`src/rtl/dac_segment_encoder.sv`:
```
// Segmented-DAC front end: splits a code into a binary LSB word and a thermometer MSB word,
// with optional element rotation and a pdb power sequence around the live data window.
module dac_segment_encoder #(
  parameter int BIN_BITS   = 7,
  parameter int THERM_SEGS = 17,
  parameter int CODE_W     = 12,
  parameter int MAX_CODE   = 2303,
  parameter int PU_WAIT    = 8,
  parameter int PD_WAIT    = 2
) (
  input  logic                  clk,
  input  logic                  rstb,
  input  logic                  enable,
  input  logic                  code_valid,
  input  logic [CODE_W-1:0]     code,
  input  logic                  dem_en,
  output logic                  ready,
  output logic                  pdb,
  output logic [BIN_BITS-1:0]   datain,
  output logic [BIN_BITS-1:0]   datainb,
  output logic [THERM_SEGS-1:0] datatherm,
  output logic [THERM_SEGS-1:0] datathermb,
  output logic                  sat_flag
);

  localparam int CNT_W = $clog2(PU_WAIT + PD_WAIT + 1);
  localparam int M_W   = $clog2(THERM_SEGS + 1);
  localparam int PTR_W = $clog2(THERM_SEGS);
  localparam int SUM_W = ((PTR_W > M_W) ? PTR_W : M_W) + 1;
  localparam logic [CODE_W-1:0] MAX_C = CODE_W'(MAX_CODE);

  typedef enum logic [1:0] {S_OFF, S_PWRUP, S_ACTIVE, S_PWRDN} state_t;

  // Handshake: a code is taken on a rising edge where ready and code_valid are both high;
  // ready is registered and only ever high in ACTIVE.
  state_t                state_q, state_d;
  logic [CNT_W-1:0]      cnt_q, cnt_d;
  logic                  ready_q, ready_d, pdb_q, pdb_d;
  logic                  s1_vld_q, s1_vld_d, s1_sat_q, s1_sat_d, s1_dem_q, s1_dem_d;
  logic [BIN_BITS-1:0]   s1_bin_q, s1_bin_d;
  logic [M_W-1:0]        s1_m_q, s1_m_d;
  logic [PTR_W-1:0]      ptr_q, ptr_d;
  logic [BIN_BITS-1:0]   datain_q, datain_d, datainb_q, datainb_d;
  logic [THERM_SEGS-1:0] therm_q, therm_d, thermb_q, thermb_d;
  logic                  sat_q, sat_d;

  logic                      accept, code_sat;
  logic [CODE_W-1:0]         code_c;
  logic [THERM_SEGS:0]       fill_ext;
  logic [THERM_SEGS-1:0]     fill, therm_new;
  logic [2*THERM_SEGS-1:0]   dbl;
  logic [SUM_W-1:0]          ptr_sum;

  always_comb begin
    state_d = state_q;
    cnt_d   = cnt_q;
    case (state_q)
      S_OFF: begin
        cnt_d = '0;
        if (enable) state_d = S_PWRUP;
      end
      S_PWRUP: begin
        if (!enable) begin
          state_d = S_PWRDN;
          cnt_d   = '0;
        end else if (cnt_q == CNT_W'(PU_WAIT - 1)) begin
          state_d = S_ACTIVE;
          cnt_d   = '0;
        end else begin
          cnt_d = cnt_q + 1'b1;
        end
      end
      S_ACTIVE: begin
        if (!enable) begin
          state_d = S_PWRDN;
          cnt_d   = '0;
        end
      end
      default: begin
        // Power-down always runs to completion, even if enable comes back.
        if (cnt_q == CNT_W'(PD_WAIT - 1)) begin
          state_d = S_OFF;
          cnt_d   = '0;
        end else begin
          cnt_d = cnt_q + 1'b1;
        end
      end
    endcase
    ready_d = (state_d == S_ACTIVE);
    pdb_d   = (state_d != S_OFF);
  end

  // Stage 1: clamp and split. dem_en travels with its code.
  always_comb begin
    accept   = ready_q & code_valid;
    code_sat = (code > MAX_C);
    code_c   = code_sat ? MAX_C : code;
    s1_vld_d = accept & (state_d == S_ACTIVE);
    s1_bin_d = s1_bin_q;
    s1_m_d   = s1_m_q;
    s1_sat_d = s1_sat_q;
    s1_dem_d = s1_dem_q;
    if (accept) begin
      s1_bin_d = code_c[BIN_BITS-1:0];
      s1_m_d   = code_c[BIN_BITS +: M_W];
      s1_sat_d = code_sat;
      s1_dem_d = dem_en;
    end
  end

  // Stage 2: fill m elements, rotated by ptr when DEM is on.
  always_comb begin
    fill_ext  = ({{THERM_SEGS{1'b0}}, 1'b1} << s1_m_q) - {{THERM_SEGS{1'b0}}, 1'b1};
    fill      = fill_ext[THERM_SEGS-1:0];
    dbl       = {fill, fill} << ptr_q;
    therm_new = s1_dem_q ? dbl[2*THERM_SEGS-1:THERM_SEGS] : fill;
    ptr_sum   = SUM_W'(ptr_q) + SUM_W'(s1_m_q);
    if (ptr_sum >= SUM_W'(THERM_SEGS)) ptr_sum = ptr_sum - SUM_W'(THERM_SEGS);

    datain_d  = datain_q;
    datainb_d = datainb_q;
    therm_d   = therm_q;
    thermb_d  = thermb_q;
    sat_d     = 1'b0;
    ptr_d     = ptr_q;
    if (state_d != S_ACTIVE) begin
      datain_d  = '0;
      datainb_d = '1;
      therm_d   = '0;
      thermb_d  = '1;
      if (state_d == S_OFF) ptr_d = '0;
    end else if (s1_vld_q) begin
      datain_d  = s1_bin_q;
      datainb_d = ~s1_bin_q;
      therm_d   = therm_new;
      thermb_d  = ~therm_new;
      sat_d     = s1_sat_q;
      if (s1_dem_q) ptr_d = PTR_W'(ptr_sum);
    end
  end

  always_ff @(posedge clk or negedge rstb) begin
    if (!rstb) begin
      state_q   <= S_OFF;
      cnt_q     <= '0;
      ready_q   <= 1'b0;
      pdb_q     <= 1'b0;
      s1_vld_q  <= 1'b0;
      s1_bin_q  <= '0;
      s1_m_q    <= '0;
      s1_sat_q  <= 1'b0;
      s1_dem_q  <= 1'b0;
      ptr_q     <= '0;
      datain_q  <= '0;
      datainb_q <= '1;
      therm_q   <= '0;
      thermb_q  <= '1;
      sat_q     <= 1'b0;
    end else begin
      state_q   <= state_d;
      cnt_q     <= cnt_d;
      ready_q   <= ready_d;
      pdb_q     <= pdb_d;
      s1_vld_q  <= s1_vld_d;
      s1_bin_q  <= s1_bin_d;
      s1_m_q    <= s1_m_d;
      s1_sat_q  <= s1_sat_d;
      s1_dem_q  <= s1_dem_d;
      ptr_q     <= ptr_d;
      datain_q  <= datain_d;
      datainb_q <= datainb_d;
      therm_q   <= therm_d;
      thermb_q  <= thermb_d;
      sat_q     <= sat_d;
    end
  end

  assign ready      = ready_q;
  assign pdb        = pdb_q;
  assign datain     = datain_q;
  assign datainb    = datainb_q;
  assign datatherm  = therm_q;
  assign datathermb = thermb_q;
  assign sat_flag   = sat_q;

endmodule
```
`config.mk`:
```
export PLATFORM = sky130hd
export DESIGN_NAME = dac_segment_encoder
export DESIGN_NICKNAME = d
export VERILOG_FILES = /design/src/rtl/dac_segment_encoder.sv
export SDC_FILE = /design/constraint.sdc
export NUM_CORES = 1
export LEC_CHECK = 0
export BUFFER_PORTS_ARGS = -buffer_cell sky130_fd_sc_hd__buf_2
export CORE_MARGIN = 2
export CORE_UTILIZATION = 64
export DETAILED_ROUTE_END_ITERATION = 6
export PLACE_DENSITY = 0.95
export REMOVE_ABC_BUFFERS = 1
export SYNTH_ARGS = -nofsm -noshare
export SYNTH_HDL_FRONTEND = slang
export SYNTH_SLANG_ARGS = --single-unit
```
`constraint.sdc`:
```
create_clock -name clk -period 5.1 [get_ports clk]
set_clock_uncertainty 0.1 [all_clocks]
set_input_delay 0.255 -clock clk [delete_from_list [all_inputs] [get_ports clk]]
set_output_delay 0.255 -clock clk [all_outputs]
set_load 0.05 [all_outputs]
```
== Word level (Yosys, flattened, before mapping) ==
Cells that the tools add are included.

* Input bits: 17
* Register bits after elaboration: 77
* Memory bits (writable): 0
* Memories: 0
* Memory bits (read-only): 0
* Logic and storage cells: 69
* Output and inout port bits: 51
* Latch bits: 0

* Shifts and indexed selects: 2
* $lt $le $gt $ge: 2
* Bitwise gates (word level): 4
* Reduce and logical (&&, ||, !) cells: 6
* Divide/modulo/power cells: 0
* $add $sub $neg: 4
* Equality and inequality tests: 8
* Multiply operators: 0
* Multiplexer cells: 28

{| class="wikitable"
|+ Operators by type and width
! kind !! number
|-
| $mux 17 || 5
|-
| $shl 34x5->34 || 1
|-
| $mux 7 || 4
|-
| $mux 5 || 5
|-
| $not 17->17 || 1
|-
| $shl 1x5->17 const A || 1
|-
| $sub 17x1->17 const B || 1
|-
| $mux 4 || 4
|-
| $gt 12x12->1 const B || 1
|-
| $mux 12 || 1
|-
| $pmux 4 s3 || 1
|-
| $mux 2 || 5
|-
| $not 7->7 || 1
|-
| $add 5x5->6 || 1
|-
| $ge 6x5->1 const B || 1
|-
| $pmux 2 s3 || 1
|-
| $reduce_bool 2->1 || 3
|-
| $sub 5x5->5 const B || 1
|-
| $add 4x1->4 const B || 1
|-
| $eq 2x2->1 const B || 2
|-
| $eq 4x1->1 const B || 1
|-
| $eq 4x3->1 const B || 1
|-
| $logic_not 2->1 || 2
|-
| $ne 2x2->1 const B || 2
|-
| other kinds (5) || 7
|}

== Longest topological paths before layout ==
* Word-level depth: 7
* Gate-level depth with buffers: 13
* Depth with buffers taken out: 10

== Worst setup path before layout ==
Ideal clock, no wire load.

* Kind: register to register
* Start point: reg s1_m_q[2]
* End point: reg thermb_q[16] (netlist: datathermb[16])
* Setup slack: 1.856 ns
* Arrival: 3.066 ns
* Path buffers: 1
* Cell stages (with the launch flop): 12
* Cells stage by stage: dfrtp_1 > buf_6 > nor3_2 > nand3b_1 > ha_1 > nor4b_2 > o21a_2 > o32ai_2 > mux4_2 > a221o_1 > a31o_1 > o21a_1

* Cells in the longest elaborated chain, start to end: 7

{| class="wikitable"
|+ Ends and longest elaborated chain
! element !! line !! source
|-
| from (decl) || 41 || <nowiki>logic [M_W-1:0] s1_m_q, s1_m_d;</nowiki>
|-
| from (signal assigned) || 166 || <nowiki>s1_m_q <= s1_m_d;</nowiki>
|-
| $shl 1x5->17 * || 113 || <nowiki>fill_ext = ({{THERM_SEGS{1'b0}}, 1'b1} << s1_m_q) - {{THERM_SEGS{1'b0}}, 1'b1};</nowiki>
|-
| $sub 17x1->17 * || 113 ||
|-
| $shl 34x5->34 || 115 || <nowiki>dbl = {fill, fill} << ptr_q;</nowiki>
|-
| $mux 17 * || 116 || <nowiki>therm_new = s1_dem_q ? dbl[2*THERM_SEGS-1:THERM_SEGS] : fill;</nowiki>
|-
| $not 17->17 * || 136 || <nowiki>thermb_d = ~therm_new;</nowiki>
|-
| $mux 17 * || 132 || <nowiki>end else if (s1_vld_q) begin</nowiki>
|-
| $mux 17 * || 126 || <nowiki>if (state_d != S_ACTIVE) begin</nowiki>
|-
| to (signal assigned) || 173 || <nowiki>thermb_q <= thermb_d;</nowiki>
|-
| to (decl) || 44 || <nowiki>logic [THERM_SEGS-1:0] therm_q, therm_d, thermb_q, thermb_d;</nowiki>
|}

Mark *: on every way between the ends. The rest lies on a longest branch, timed or not. The select of a mux whose other input is x is not followed.
A chain may end at the register's enable or synchronous reset.

== Final worst setup path ==
* Start point: reg s1_m_q[0]
* End point: reg therm_q[5] (netlist: datatherm[5])

* Cells in the longest elaborated chain, start to end: 6

{| class="wikitable"
|+ Ends and longest elaborated chain
! element !! line !! source
|-
| $shl 1x5->17 * || 113 ||
|-
| $sub 17x1->17 * || 113 ||
|-
| $shl 34x5->34 || 115 ||
|-
| $mux 17 * || 116 ||
|-
| $mux 17 * || 132 ||
|-
| $mux 17 * || 126 ||
|-
| to (signal assigned) || 172 || <nowiki>therm_q <= therm_d;</nowiki>
|-
| to (decl) || 44 ||
|}

Marks and branches as above.

==> flow_summary_export.csv <==
group,metric,value,unit
sta,tightest_slew,1.083,ns
floorplanning,num_rows,34,
sta,max_slew_margin,27.53,%
power,ir_drop,0.6165,mV
sta,slew_violations,0,
setup_path,crit_cells,10,
yosys,syn_area_per_cell,8.436,sq um
cells_and_area,antenna_cells,0,
yosys,ys_ff_latch,77,
outcome,status,"finished clean",
yosys,netlist_area,0.005627,sq mm
floorplanning,dieArea,0.009558,sq mm
clock_tree,clkTransAtPathRegs,0.09,ns
detailed_routing,drc,0,
setup_path,end_kind,"flop",
floorplanning,dieHeight,97.77,um
clock_tree,cts.sinks,77,
min_path,hold_path_end,"s1_bin_q[5]",
sta,setup-tns-final,0,ns
setup_path,path_class,"reg2reg",
min_path,min_path_type,"in2reg",
setup_path,critPathLaunchType,"flop",
flow_run,maxCapViolCount,0,
sta,final_hold_viol_count,0,
power,intPower,1.847,mW
cells_and_area,final_nets,740,
power,seq_power_share,20.4,%
sta,holdWs,0.007471,ns
sta,setup_violations,0,
clock_tree,cts_buffers,9,
yosys,synth_cell_type_count,87,
setup_path,cpMostUsedCell,"nor3_1",
yosys,synth_cells,667,
grt,antenna_found_initial,0,
cells_and_area,nFillCells,689,
min_path,min_delay_path_depth,2,
power,swShare,50.59,%
setup_path,cp_max_fo,24,
yosys,ys.flop_type,"dfrtp_1",
grt,grt_pass1_vias,5417,
place,io_buffers,67,
yosys,yosysSeqAreaShare,34.78,%
min_path,hold_start,"code[5]",
sta,rsz0062_at_grt,"no",
sta,period_needed,4.048,ns
floorplanning,core,0.008636,sq mm
floorplanning,die_w,97.77,um
yosys,async_flop_share,100.0,%
grt,grt_max_degree,78,
grt,grt_overflow_total,0,
setup_path,cp_slowest_stage_delay,0.79,ns
clock_tree,clock_latency,0.37,ns
grt,grt_first_pass_wirelength,29300,um
yosys,synth-edff-count,0,
floorplanning,io_pins,68,
detailed_routing,antenna_left,0,
setup_path,critPathTopFamily,"compound AO/OA/AOI/OAI gates",
power,clockPowerShare,15.6,%
setup_path,cp_slowest_cell,"a2111oi_0",
power,comb_power_share,64.0,%
setup_path,crit_arrival,4.16,ns
setup_path,reg2regPathDepth,10,
place,dp_hpwl,12930,um
floorplanning,initial_utilization,65.16,%
power,powerDensity,595.8,mW/mm^2
setup_path,timing.rr.end,"datatherm[5]",
place,gp_congestion,0.9937,
clock_tree,post_cts_resized,0,
setup_path,critPathRequiredTime,5.21,ns
detailed_routing,drt_wl_total,18400,um
detailed_routing,wl_per_cell,22.30,um
sta,fmax,247.0,MHz
clock_tree,clockBufferDepth,2,
detailed_routing,num_vias,5804,
cells_and_area,drive_gt1_share,20.78,%
clock_tree,h-tree-depth,3,
detailed_routing,drtPass1Iterations,7,
cells_and_area,area_growth,11.52,%
setup_path,rr_startpoint,"s1_m_q[0]",
detailed_routing,routed_via_density,7.035,
grt,track_usage,38.75,%
yosys,yosysWarningCount,0,
setup_path,crit_path_cell_trace,"nor2_1 > nand2_1 > ha_1 > nor4b_2 > a31o_2 > o32a_1 > nor3_1 > a211oi_1 > a2111oi_0 > nor3_1",
setup_path,cp.buffers_inverters,0,
detailed_routing,drt_iter0_markers,690,
setup_path,r2r_setup_slack,1.05,ns
sta,min_period_over_period,79.38,%
power,power_switching,1.891,mW
clock_tree,clock-root-buffer,"clkbuf_8",
power,p_leak,2.595,nW
clock_tree,cts_tree,"done",
==> Yosys cell counts, types with 4 or more instances <==
cell type,instances,area share [%]
nand2_1,96,6.4
nor2_1,66,4.4
dfrtp_1,53,24
o21ai_0,41,3.6
clkbuf_1,36,2.4
a21oi_1,34,3.0
dfstp_2,24,11
nand3_1,24,2.1
nor3_1,18,1.6
a31oi_1,11,1.2
inv_1,11,0.73
a21o_1,10,1.3
ha_1,10,2.2
o22a_1,10,1.6
a211oi_1,9,1.2
a211o_1,8,1.2
buf_2,8,0.71
o211ai_1,8,1.1
o31ai_1,8,1.1
and2_1,7,0.78
nand2b_1,7,0.78
nand3b_1,7,0.93
o32a_1,7,1.2
xnor2_1,7,1.1
a32o_1,6,1.1
mux4_2,6,2.4
nor2b_1,6,0.67
a311oi_1,5,0.78
and3_1,5,0.56
mux2_2,5,1.0
mux2i_1,5,0.89
o211a_1,5,0.89
o21a_1,5,0.67
o21ai_1,5,0.44
a22o_1,4,0.62
o21bai_1,4,0.53
==> state kept, by name (all words and copies together), names as in the netlist, 2 cells and up <==
name,cells
state_q,2
datainb,7
datathermb,17
s1_m_q,5
datatherm,17
s1_bin_q,7
cnt_q,4
ptr_q,5
datain,7
==> power by group through the flow <==
| stage | registers, mW | logic (mW) | clock network (mW) |
|---|---|---|---|
| final | 0.763 | 2.39 | 0.583 |
| after global placement | 0.763 | 2.24 | 0 |
| after detailed placement | 0.771 | 2.26 | 0 |
| after floorplan | 0.867 | 1.50 | 0 |
| after global routing | 0.772 | 2.51 | 0.602 |
| after CTS | 0.760 | 2.28 | 0.577 |
==> area by class of cell <==
class / instances / area [sq um] / area share [%]
tap: 108 / 135.1 / 2.154
inverter: 14 / 52.55 / 0.8375
clock buffer: 10 / 127.6 / 2.034
timing repair buffer: 86 / 500.5 / 7.976
sequential: 77 / 1957 / 31.19
clock inverter: 6 / 116.4 / 1.854
multi-input combinational: 524 / 3386 / 53.96
==> worst reg2reg max path, delay by kind of cell (launching register included) <==
kind,cells,cell delay (ns)
flip-flops,1,0.70
adder cells (fa/ha/maj),1,0.69
AND/OR/NAND/NOR,5,0.84
AO/OA/AOI/OAI,4,1.59
==> per-layer routing <==
| metal | share of wire (%) | wire, um | track usage (%) | up-vias |
|---|---|---|---|---|
| li1 | - | - | - | 2581 |
| met1 | 40 | 7287 | 53.60 | 2758 |
| met2 | 45 | 8276 | 59.20 | 384 |
| met3 | 11 | 1977 | 9.306 | 81 |
| met4 | 4.7 | 857 | 15.71 | 0 |
| met5 | 0 | 0 | 0 | - |
==> metrics by stage <==
| step | util (%) | std cells | worst slack (ns) | cell area [sq um] | total power, mW |
|---|---|---|---|---|---|
| 3_3_place_gp | 68.91 | 801 | 1.315 | 5951 | 2.999 |
| 5_1_grt | 72.66 | 825 | 0.7813 | 6275 | 3.879 |
| 4_1_cts | 72.54 | 824 | 1.114 | 6265 | 3.612 |
| 3_5_place_dp | 68.91 | 801 | 1.124 | 5951 | 3.029 |
| 6_report | 72.66 | 825 | 1.052 | 6275 | 3.738 |
| 2_1_floorplan | - | 615 | 1.444 | 5395 | 2.363 |
==> cells in the final DEF, fill, tap and decap left out, types with 6 or more instances in the layout <==
master	instances
buf_4	12
nor2_1	66
a211o_1	8
nand3_1	24
o32a_1	7
a32o_1	6
clkbuf_8	9
a211oi_1	9
and2_1	7
nand2_1	96
xnor2_1	7
o211ai_1	8
dlygate4sd3_1	8
a21oi_1	34
buf_2	66
nor3_1	18
a21o_1	10
o31ai_1	8
dfrtp_1	53
o22a_1	10
nor2b_1	6
inv_1	11
dfstp_2	24
o21ai_0	41
nand3b_1	7
nand2b_1	7
a31oi_1	11
ha_1	10
mux4_2	6
==> worst max path at each step <==
stage              start  slack, ns       endpoint
6_report       s1_m_q[0]       1.05   datatherm[5]
5_1_grt        s1_m_q[0]       0.78   datatherm[5]
4_1_cts        s1_m_q[0]       1.11   datatherm[5]
3_5_place_dp   s1_m_q[0]       1.12   datatherm[5]
3_3_place_gp   s1_m_q[2]       1.31   datatherm[5]
2_1_floorplan  s1_m_q[4]       1.44  datathermb[4]
==> logic make-up after synthesis <==
family / after synthesis / share of synthesized area, %
muxes: 17 / 4.558
xor gates and xnor gates: 8 / 1.245
and+or+nand+nor: 260 / 21.99
DFF: 77 / 34.78
AOI/OAI and AO/OA: 228 / 29.80
adders and majority gates: 11 / 2.580
buffers and inverters: 66 / 5.048
==> repair_timing <==
action | 4_1_cts | 5_1_grt
hold buffers | 7 | 1
endpoints found under the hold margin | 59 | 1
buffers inserted | 0 | 0
Power figures use the tool's default switching activity.
